--- src/rtl/sram_arbiter.sv ---
// -----------------------------------------------------------------------------
// sram_arbiter
//
// Shares one SRAM controller between three requester ports. A grant latches
// the winner's address, write data and operation, issues a one-cycle strobe to
// the controller, waits (unbounded) for the controller's completion pulse,
// then returns a one-cycle ack to the owning port.
//
// Optional feature macro: SRAM_ARB_ROUND_ROBIN_EN
//   defined   : round-robin arbitration, search starts at (last owner + 1) mod 3
//   undefined : fixed priority, port 0 > port 1 > port 2
//
// Ports
//   clk, rst        : clock (rising edge), asynchronous active-high reset
//   m_rd, m_wr      : per-port read/write request levels, held until ack
//   m_addr          : per-port 17-bit word address, port i at [17i+16:17i]
//   m_wdata         : per-port 16-bit write data, port i at [16i+15:16i]
//   m_ack           : one-cycle completion pulse to the owning port
//   m_rdata         : read data, valid in the ack cycle of a read, held after
//   busy            : high whenever the FSM is not IDLE
//   owner           : index of the current / last granted port
//   ctl_read_req    : one-cycle read strobe to the controller
//   ctl_write_req   : one-cycle write strobe to the controller
//   ctl_addr        : controller address, stable for the whole operation
//   ctl_wdata       : controller write data, stable for the whole operation
//   ctl_read_data   : controller read data, valid with ctl_ready
//   ctl_ready       : controller one-cycle completion pulse
//   dbg_state       : current FSM state encoding (IDLE=0 ISSUE=1 WAIT=2 DONE=3)
//
// Handshake: a requester raises m_rd/m_wr and holds it (with its address and
// data) until it sees m_ack; it drops the request in the ack cycle or the one
// right after. A request still high when the FSM is back in IDLE is taken as
// a new operation. On the controller side the strobe is a single-cycle pulse
// and ctl_ready is honoured only in WAIT.
// -----------------------------------------------------------------------------
module sram_arbiter #(
    parameter int NPORTS = 3
) (
    input  logic                  clk,
    input  logic                  rst,
    input  logic [NPORTS-1:0]     m_rd,
    input  logic [NPORTS-1:0]     m_wr,
    input  logic [17*NPORTS-1:0]  m_addr,
    input  logic [16*NPORTS-1:0]  m_wdata,
    output logic [NPORTS-1:0]     m_ack,
    output logic [15:0]           m_rdata,
    output logic                  busy,
    output logic [1:0]            owner,
    output logic                  ctl_read_req,
    output logic                  ctl_write_req,
    output logic [16:0]           ctl_addr,
    output logic [15:0]           ctl_wdata,
    input  logic [15:0]           ctl_read_data,
    input  logic                  ctl_ready,
    output logic [1:0]            dbg_state
);

    typedef enum logic [1:0] {
        IDLE  = 2'd0,
        ISSUE = 2'd1,
        WAIT  = 2'd2,
        DONE  = 2'd3
    } state_t;

    state_t              state_q, state_d;
    logic [1:0]          owner_q, owner_d;
    logic [16:0]         addr_q, addr_d;
    logic [15:0]         wdata_q, wdata_d;
    logic                is_read_q, is_read_d;
    logic                rd_req_q, rd_req_d;
    logic                wr_req_q, wr_req_d;
    logic [NPORTS-1:0]   ack_q, ack_d;
    logic [15:0]         rdata_q, rdata_d;
`ifdef SRAM_ARB_ROUND_ROBIN_EN
    logic [1:0]          rr_ptr_q, rr_ptr_d;
`endif

    logic [NPORTS-1:0]   pending;
    logic                any_pending;
    logic [1:0]          winner;
    logic [16:0]         sel_addr;
    logic [15:0]         sel_wdata;

    assign pending     = m_rd | m_wr;
    assign any_pending = |pending;

    // Winner selection. The loop walks from the lowest-priority candidate to
    // the highest so the last match (the highest priority) sticks.
    always_comb begin
        winner = 2'd0;
`ifdef SRAM_ARB_ROUND_ROBIN_EN
        for (int k = NPORTS - 1; k >= 0; k--) begin
            int idx;
            idx = (int'(rr_ptr_q) + k) % NPORTS;
            if (pending[idx]) begin
                winner = 2'(idx);
            end
        end
`else
        for (int k = NPORTS - 1; k >= 0; k--) begin
            if (pending[k]) begin
                winner = 2'(k);
            end
        end
`endif
    end

    assign sel_addr  = m_addr[17*winner +: 17];
    assign sel_wdata = m_wdata[16*winner +: 16];

    always_comb begin
        state_d   = state_q;
        owner_d   = owner_q;
        addr_d    = addr_q;
        wdata_d   = wdata_q;
        is_read_d = is_read_q;
        rdata_d   = rdata_q;
        rd_req_d  = 1'b0;
        wr_req_d  = 1'b0;
        ack_d     = '0;
`ifdef SRAM_ARB_ROUND_ROBIN_EN
        rr_ptr_d  = rr_ptr_q;
`endif
        case (state_q)
            IDLE: begin
                if (any_pending) begin
                    state_d   = ISSUE;
                    owner_d   = winner;
                    addr_d    = sel_addr;
                    wdata_d   = sel_wdata;
                    // Read wins when a port raises both requests.
                    is_read_d = m_rd[winner];
                    rd_req_d  = m_rd[winner];
                    wr_req_d  = ~m_rd[winner];
`ifdef SRAM_ARB_ROUND_ROBIN_EN
                    rr_ptr_d  = (winner == 2'd2) ? 2'd0 : winner + 2'd1;
`endif
                end
            end
            ISSUE: begin
                state_d = WAIT;
            end
            WAIT: begin
                if (ctl_ready) begin
                    state_d        = DONE;
                    ack_d[owner_q] = 1'b1;
                    if (is_read_q) begin
                        rdata_d = ctl_read_data;
                    end
                end
            end
            DONE: begin
                state_d = IDLE;
            end
            default: begin
                state_d = IDLE;
            end
        endcase
    end

    always_ff @(posedge clk or posedge rst) begin
        if (rst) begin
            state_q   <= IDLE;
            owner_q   <= 2'd0;
            addr_q    <= '0;
            wdata_q   <= '0;
            is_read_q <= 1'b0;
            rd_req_q  <= 1'b0;
            wr_req_q  <= 1'b0;
            ack_q     <= '0;
            rdata_q   <= '0;
`ifdef SRAM_ARB_ROUND_ROBIN_EN
            rr_ptr_q  <= 2'd0;
`endif
        end else begin
            state_q   <= state_d;
            owner_q   <= owner_d;
            addr_q    <= addr_d;
            wdata_q   <= wdata_d;
            is_read_q <= is_read_d;
            rd_req_q  <= rd_req_d;
            wr_req_q  <= wr_req_d;
            ack_q     <= ack_d;
            rdata_q   <= rdata_d;
`ifdef SRAM_ARB_ROUND_ROBIN_EN
            rr_ptr_q  <= rr_ptr_d;
`endif
        end
    end

    assign m_ack         = ack_q;
    assign m_rdata       = rdata_q;
    assign busy          = (state_q != IDLE);
    assign owner         = owner_q;
    assign ctl_read_req  = rd_req_q;
    assign ctl_write_req = wr_req_q;
    assign ctl_addr      = addr_q;
    assign ctl_wdata     = wdata_q;
    assign dbg_state     = state_q;

endmodule

--- config.mk ---
export PLATFORM = sky130hd
export DESIGN_NAME = sram_arbiter
export DESIGN_NICKNAME = d
export VERILOG_FILES = /design/src/rtl/sram_arbiter.sv
export SDC_FILE = /design/constraint.sdc
export NUM_CORES = 1
export LEC_CHECK = 0
export CORE_ASPECT_RATIO = 1.75
export CORE_MARGIN = 2
export CORE_UTILIZATION = 38
export CTS_BUF_LIST = sky130_fd_sc_hd__clkbuf_2 sky130_fd_sc_hd__clkbuf_4 sky130_fd_sc_hd__clkbuf_8
export DETAILED_ROUTE_END_ITERATION = 10
export PLACE_DENSITY = 0.83
export REMOVE_ABC_BUFFERS = 1
export SLEW_MARGIN = 20
export SYNTH_ARGS = -nofsm -noshare
export SYNTH_HDL_FRONTEND = slang
export SYNTH_SLANG_ARGS = --single-unit
--- constraint.sdc ---
create_clock -name clk -period 2.52 [get_ports clk]
set_clock_uncertainty 0.2 [all_clocks]
set_input_delay 0.252 -clock clk [delete_from_list [all_inputs] [get_ports clk]]
set_output_delay 0.252 -clock clk [all_outputs]
set_load 0.05 [all_outputs]
Word-level counts from Yosys, hierarchy flattened
Index checks and enable logic that the tools add are counted.
{ "word_totals": {"register_bits": 59, "output_inout_bits": 59, "input_bits": 124} }
{ "classes": {"mux": 16, "bitwise": 2, "n_reduce_logical": 7, "shift": 2, "n_lt_le_gt_ge": 3, "mul": 1, "eq_ne": 5} }
{ "ops": {"columns": ["op", "n"], "rows": [
  ["$shiftx A51 B8 Y17", 1],
  ["$shiftx A48 B7 Y16", 1],
  ["$mux W2", 5],
  ["$pmux W2 S4", 1],
  ["$mul A5 B2 Y7 const A", 1],
  ["$lt A2 B3 Y1 const B", 2],
  ["$mux W1", 6],
  ["$mux W3", 2],
  ["$eq A2 B2 Y1 const B", 2],
  ["$ne A2 B2 Y1 const B", 2],
  ["$reduce_and A2 Y1", 2],
  ["$or A3 B3 Y3", 1],
  ["$reduce_and A3 Y1", 1],
  ["$reduce_or A3 Y1", 1],
  ["$bmux W1 S2", 1],
  ["$demux W1 S2", 1],
  ["$eq A2 B1 Y1 const B", 1],
  ["$ge A2 B1 Y1 const B", 1],
  ["$logic_not A2 Y1", 1],
  ["$reduce_bool A2 Y1", 1],
  ["$logic_and A1 B1 Y1", 1],
  ["$not A1 Y1", 1]
]} }

Logic depth before layout (Yosys ltp)
{ "depth": {"depth_word": 9, "mapped_depth": 8, "mapped_depth_nobuf": 6} }

Worst setup path before layout
OpenSTA, ideal clock, no wires.
{ "synth_path": {"path_type": "register -> register", "start": "register state_q[0] (netlist: dbg_state[0])", "end": "register addr_q[10] (netlist: ctl_addr[10])", "arrival_time_ns": 1.831, "stages_incl_launch_ff": 8, "slack_ns": 0.403, "n_path_buf": 1, "setup_ns": 0.086, "path_cell_list": "dfrtp_1 inv_1 ha_1 inv_2 a21oi_4 buf_4 nor2_1 nor3_1"} }
{ "synth_between": {"elab_chain_len": 2} }
{ "synth_lines": {"columns": ["item", "line", "rtl"], "rows": [
  ["start: declaration", "65", "state_t state_q, state_d;"],
  ["start signal: assignment", "176", "state_q <= state_d;"],
  ["$logic_not A2 Y1", "124", "case (state_q)"],
  ["$reduce_and A2 Y1 (no line)", null, null],
  ["end signal: assignment", "178", "addr_q <= addr_d;"],
  ["end: declaration", "67", "logic [16:0] addr_q, addr_d;"]
]} }
Every way passes these cells.
A chain may end at the register's enable or synchronous reset.

Final worst setup path
{ "layout_path": {"start": "register state_q[0] (netlist: dbg_state[0])", "end": "output port busy"} }
{ "layout_between": {"elab_chain_len": 1} }
{ "layout_lines": {"columns": ["item", "line", "rtl"], "rows": [
  ["$reduce_bool A2 Y1", "193", "assign busy = (state_q != IDLE);"],
  ["end: declaration", "47", "output logic busy,"]
]} }
Every way passes these cells.

==> out/metrics.csv <==
stage,metric,value,unit
run_status,outcome,"complete, no violations",
floorplanning,initial_core_util,0.3882,
global_route,grt_max_degree,38,
cts,cts_tree,yes,
worst_setup_path,critical_path_required,2.07,ns
place,place_ws,0.1223,ns
yosys,syn_area_per_cell,11.27,µm²
yosys,synth_top_flop_cell,dfrtp_1,
global_route,grt_pass1_wl,14010,µm
place,dpl_cell_area,0.004815,mm²
drt,routed_via_density,4.946,
global_route,grt_util_all_layers,0.2163,
yosys,syn_area,0.002897,mm²
sta,fmax,0.4172,GHz
worst_setup_path,slowest_delay,0.83,ns
cts,cts-buffers-inserted,9,
worst_setup_path,path_delay_family,buffers and inverters,
yosys,synth_edf_count,0,
yosys,post_synth_num_cell_types,28,
worst_setup_path,path_cells,"inv_1, ha_1, inv_2, clkdlybuf4s50_1",
power,powerDensity,1277,mW/mm²
sta,min_period,2.397,ns
yosys,postSynthRegisterBits,59,
yosys,yosysSeqAreaShare,0.5097,
worst_setup_path,crit_slowest_cell,clkdlybuf4s50_1,
cts,ctsRootBufferMaster,clkbuf_8,
sta,fin_setup_tns,0,ns
cells_and_area,utilization,0.6699,
floorplanning,die_x,70.00,µm
worst_setup_path,r2r_setup_slack,0.28,ns
cells_and_area,final_layout_size_suffix_gt1_frac,0.2467,
yosys,synth_top_area_cell,dfrtp_1,
cts,hold_buffers,0,
cts,ctsHtreeMaxLevel,3,
sta,slew_headroom,0.3454,
power,max-vdd-ir-drop,536.5,µV
cts,clk_path_buf_depth,2,
worst_hold_path,hold_class,in -> async,
floorplanning,std_cell_rows,42,
job,cap_violations,0,
power,total_power,6.385,mW
drt,first_iter_violations,160,
power,p_leak,1.976,nW
cells_and_area,final_cell_mix,"182 x clkdlybuf4s50_1, 59 x dfrtp_1, 42 x nor2_1, 35 x nor3_1, 30 x o22ai_2",
worst_setup_path,reg2regPathDepth,6,
floorplanning,die_height,119.5,µm
worst_setup_path,worst-setup-path-type,reg -> out,
drt,drc,0,
worst_setup_path,path_buf_inv,3,
sta,hold_viol,0,
sta,setup_viol,0,
drt,drt-total-wl,8651,µm
yosys,synth_cells,257,
worst_setup_path,rr_startpoint,dbg_state[0]$_DFFE_PP0P_,
worst_setup_path,start_kind,flip-flop,
sta,finalCritPeriodShare,0.9513,
cells_and_area,area.growth.synth_to_final,72.57,%
floorplanning,die_area,0.008364,mm²
worst_setup_path,cp_max_fo,3,
yosys,synth_top_area_frac,0.5097,
cells_and_area,fin_nets,575,
drt,dr.pass1.iters,4,
cts,cts_resized,0,
drt,final_antenna_net_count,0,
cts,insertion_delay,0.34,ns
sta,worst-slew-pin-transition,0.9796,ns
sta,rsz0062_at_grt,false,
cells_and_area,antennaDiodeCount,0,
global_route,grt_pass1_vias,2860,
cells_and_area,fin_area,0.004999,mm²
worst_setup_path,crit_arrival,1.95,ns
place,gp_congestion,0.8423,
cells_and_area,fill_cells,605,
drt,vias,2681,
place,portBuffers,182,
floorplanning,coreArea,0.007462,mm²
sta,whs,0.04538,ns
worst_setup_path,timing.rr.end,is_read_q$_DFFE_PP0P_,
yosys,synth_warnings,0,
sta,setup_slack,0.1228,ns
cts,clkTransAtPathRegs,0.06,ns
place,hpwlAfterDp,6777,µm
drt,wl_per_cell,15.96,µm
yosys,async_flop_share,1.000,
global_route,antenna_found_initial,0,
place,dp_cells,526,
sta,slew_violations,0,
cts,cts_num_sinks,59,
cts,postCtsSetupRepairBufs,0,
yosys,synth_area_leaders,"dfrtp_1 51%, o22ai_2 13%, nor2_2 6.3%, mux2_2 6.2%, nor3_1 6.0%",
cells_and_area,fin_cells,542,
cells_and_area,final_common_cell,clkdlybuf4s50_1,
worst_setup_path,end_kind,primary output,
floorplanning,io_pins,183,
global_route,overflow,0,
## Yosys cell counts (2+ instances only)
cell,number
nor2_2,29
nor3_1,35
buf_2,3
o22ai_2,30
dfrtp_1,59
nand2_1,2
a21oi_1,2
buf_6,7
buf_4,4
inv_1,6
mux2_2,16
nor3b_1,2
o22ai_1,3
o21ai_1,3
ha_1,2
nor2_1,42
## routing by layer
layer	vias to the layer above	GRT usage	wire length [µm]
li1	1284	-	-
met1	1250	0.2312	3086
met2	127	0.3935	4739
met3	20	0.06129	596
met4	0	0.08774	229
met5	-	0	0
## logic make-up (layout without fill, tap and decap cells)
group,after synthesis,after routing,synth area share
multiplexers,16,16,0.06220
AND/OR/NAND/NOR,116,116,0.2069
adder cells (fa/ha/maj),2,2,0.008638
buffers and inverters,21,218,0.05183
AO/OA/AOI/OAI,43,43,0.1607
flip-flops,59,59,0.5097
## worst max path at each step
| stage | start | endpoint | slack, ns | cells past startpoint |
|---|---|---|---|---|
| 6_report | dbg_state[0]$_DFFE_PP0P_ | busy | 0.12 | 4 |
| 4_1_cts | dbg_state[0]$_DFFE_PP0P_ | busy | 0.11 | 4 |
| 5_1_grt | dbg_state[0]$_DFFE_PP0P_ | busy | 0.03 | 4 |
| 3_5_place_dp | m_rd[1] | is_read_q$_DFFE_PP0P_ | 0.12 | 5 |
| 3_3_place_gp | m_rd[1] | is_read_q$_DFFE_PP0P_ | 0.17 | 5 |
| 2_1_floorplan | dbg_state[0]$_DFFE_PP0P_ | ctl_addr[16]$_DFFE_PP0P_ | -0.59 | 5 |
## area by class of cell
type / count / area (µm²) / share of cell area
multi-input combinational: 177 / 1282 / 0.2566
clock inverter: 2 / 10.01 / 0.002003
sequential: 59 / 1476 / 0.2954
clock buffer: 14 / 173.9 / 0.03479
inverter: 7 / 26.28 / 0.005257
tap: 88 / 110.1 / 0.02203
timing repair buffer: 195 / 1919 / 0.3840
## sequential cells by signal, indices dropped and copies added, names as in the netlist
| name | flops |
|---|---|
| ctl_wdata | 16 |
| owner | 2 |
| ctl_write_req | 1 |
| ctl_addr | 17 |
| m_ack | 3 |
| m_rdata | 16 |
| dbg_state | 2 |
| is_read_q | 1 |
| ctl_read_req | 1 |
## report_power, final
part	internal, mW	switching, mW
clock	0.441	0.359
combinational	1.45	2.50
sequential	1.40	0.238
total	3.29	3.09
(Power assumes the default switching activity.)
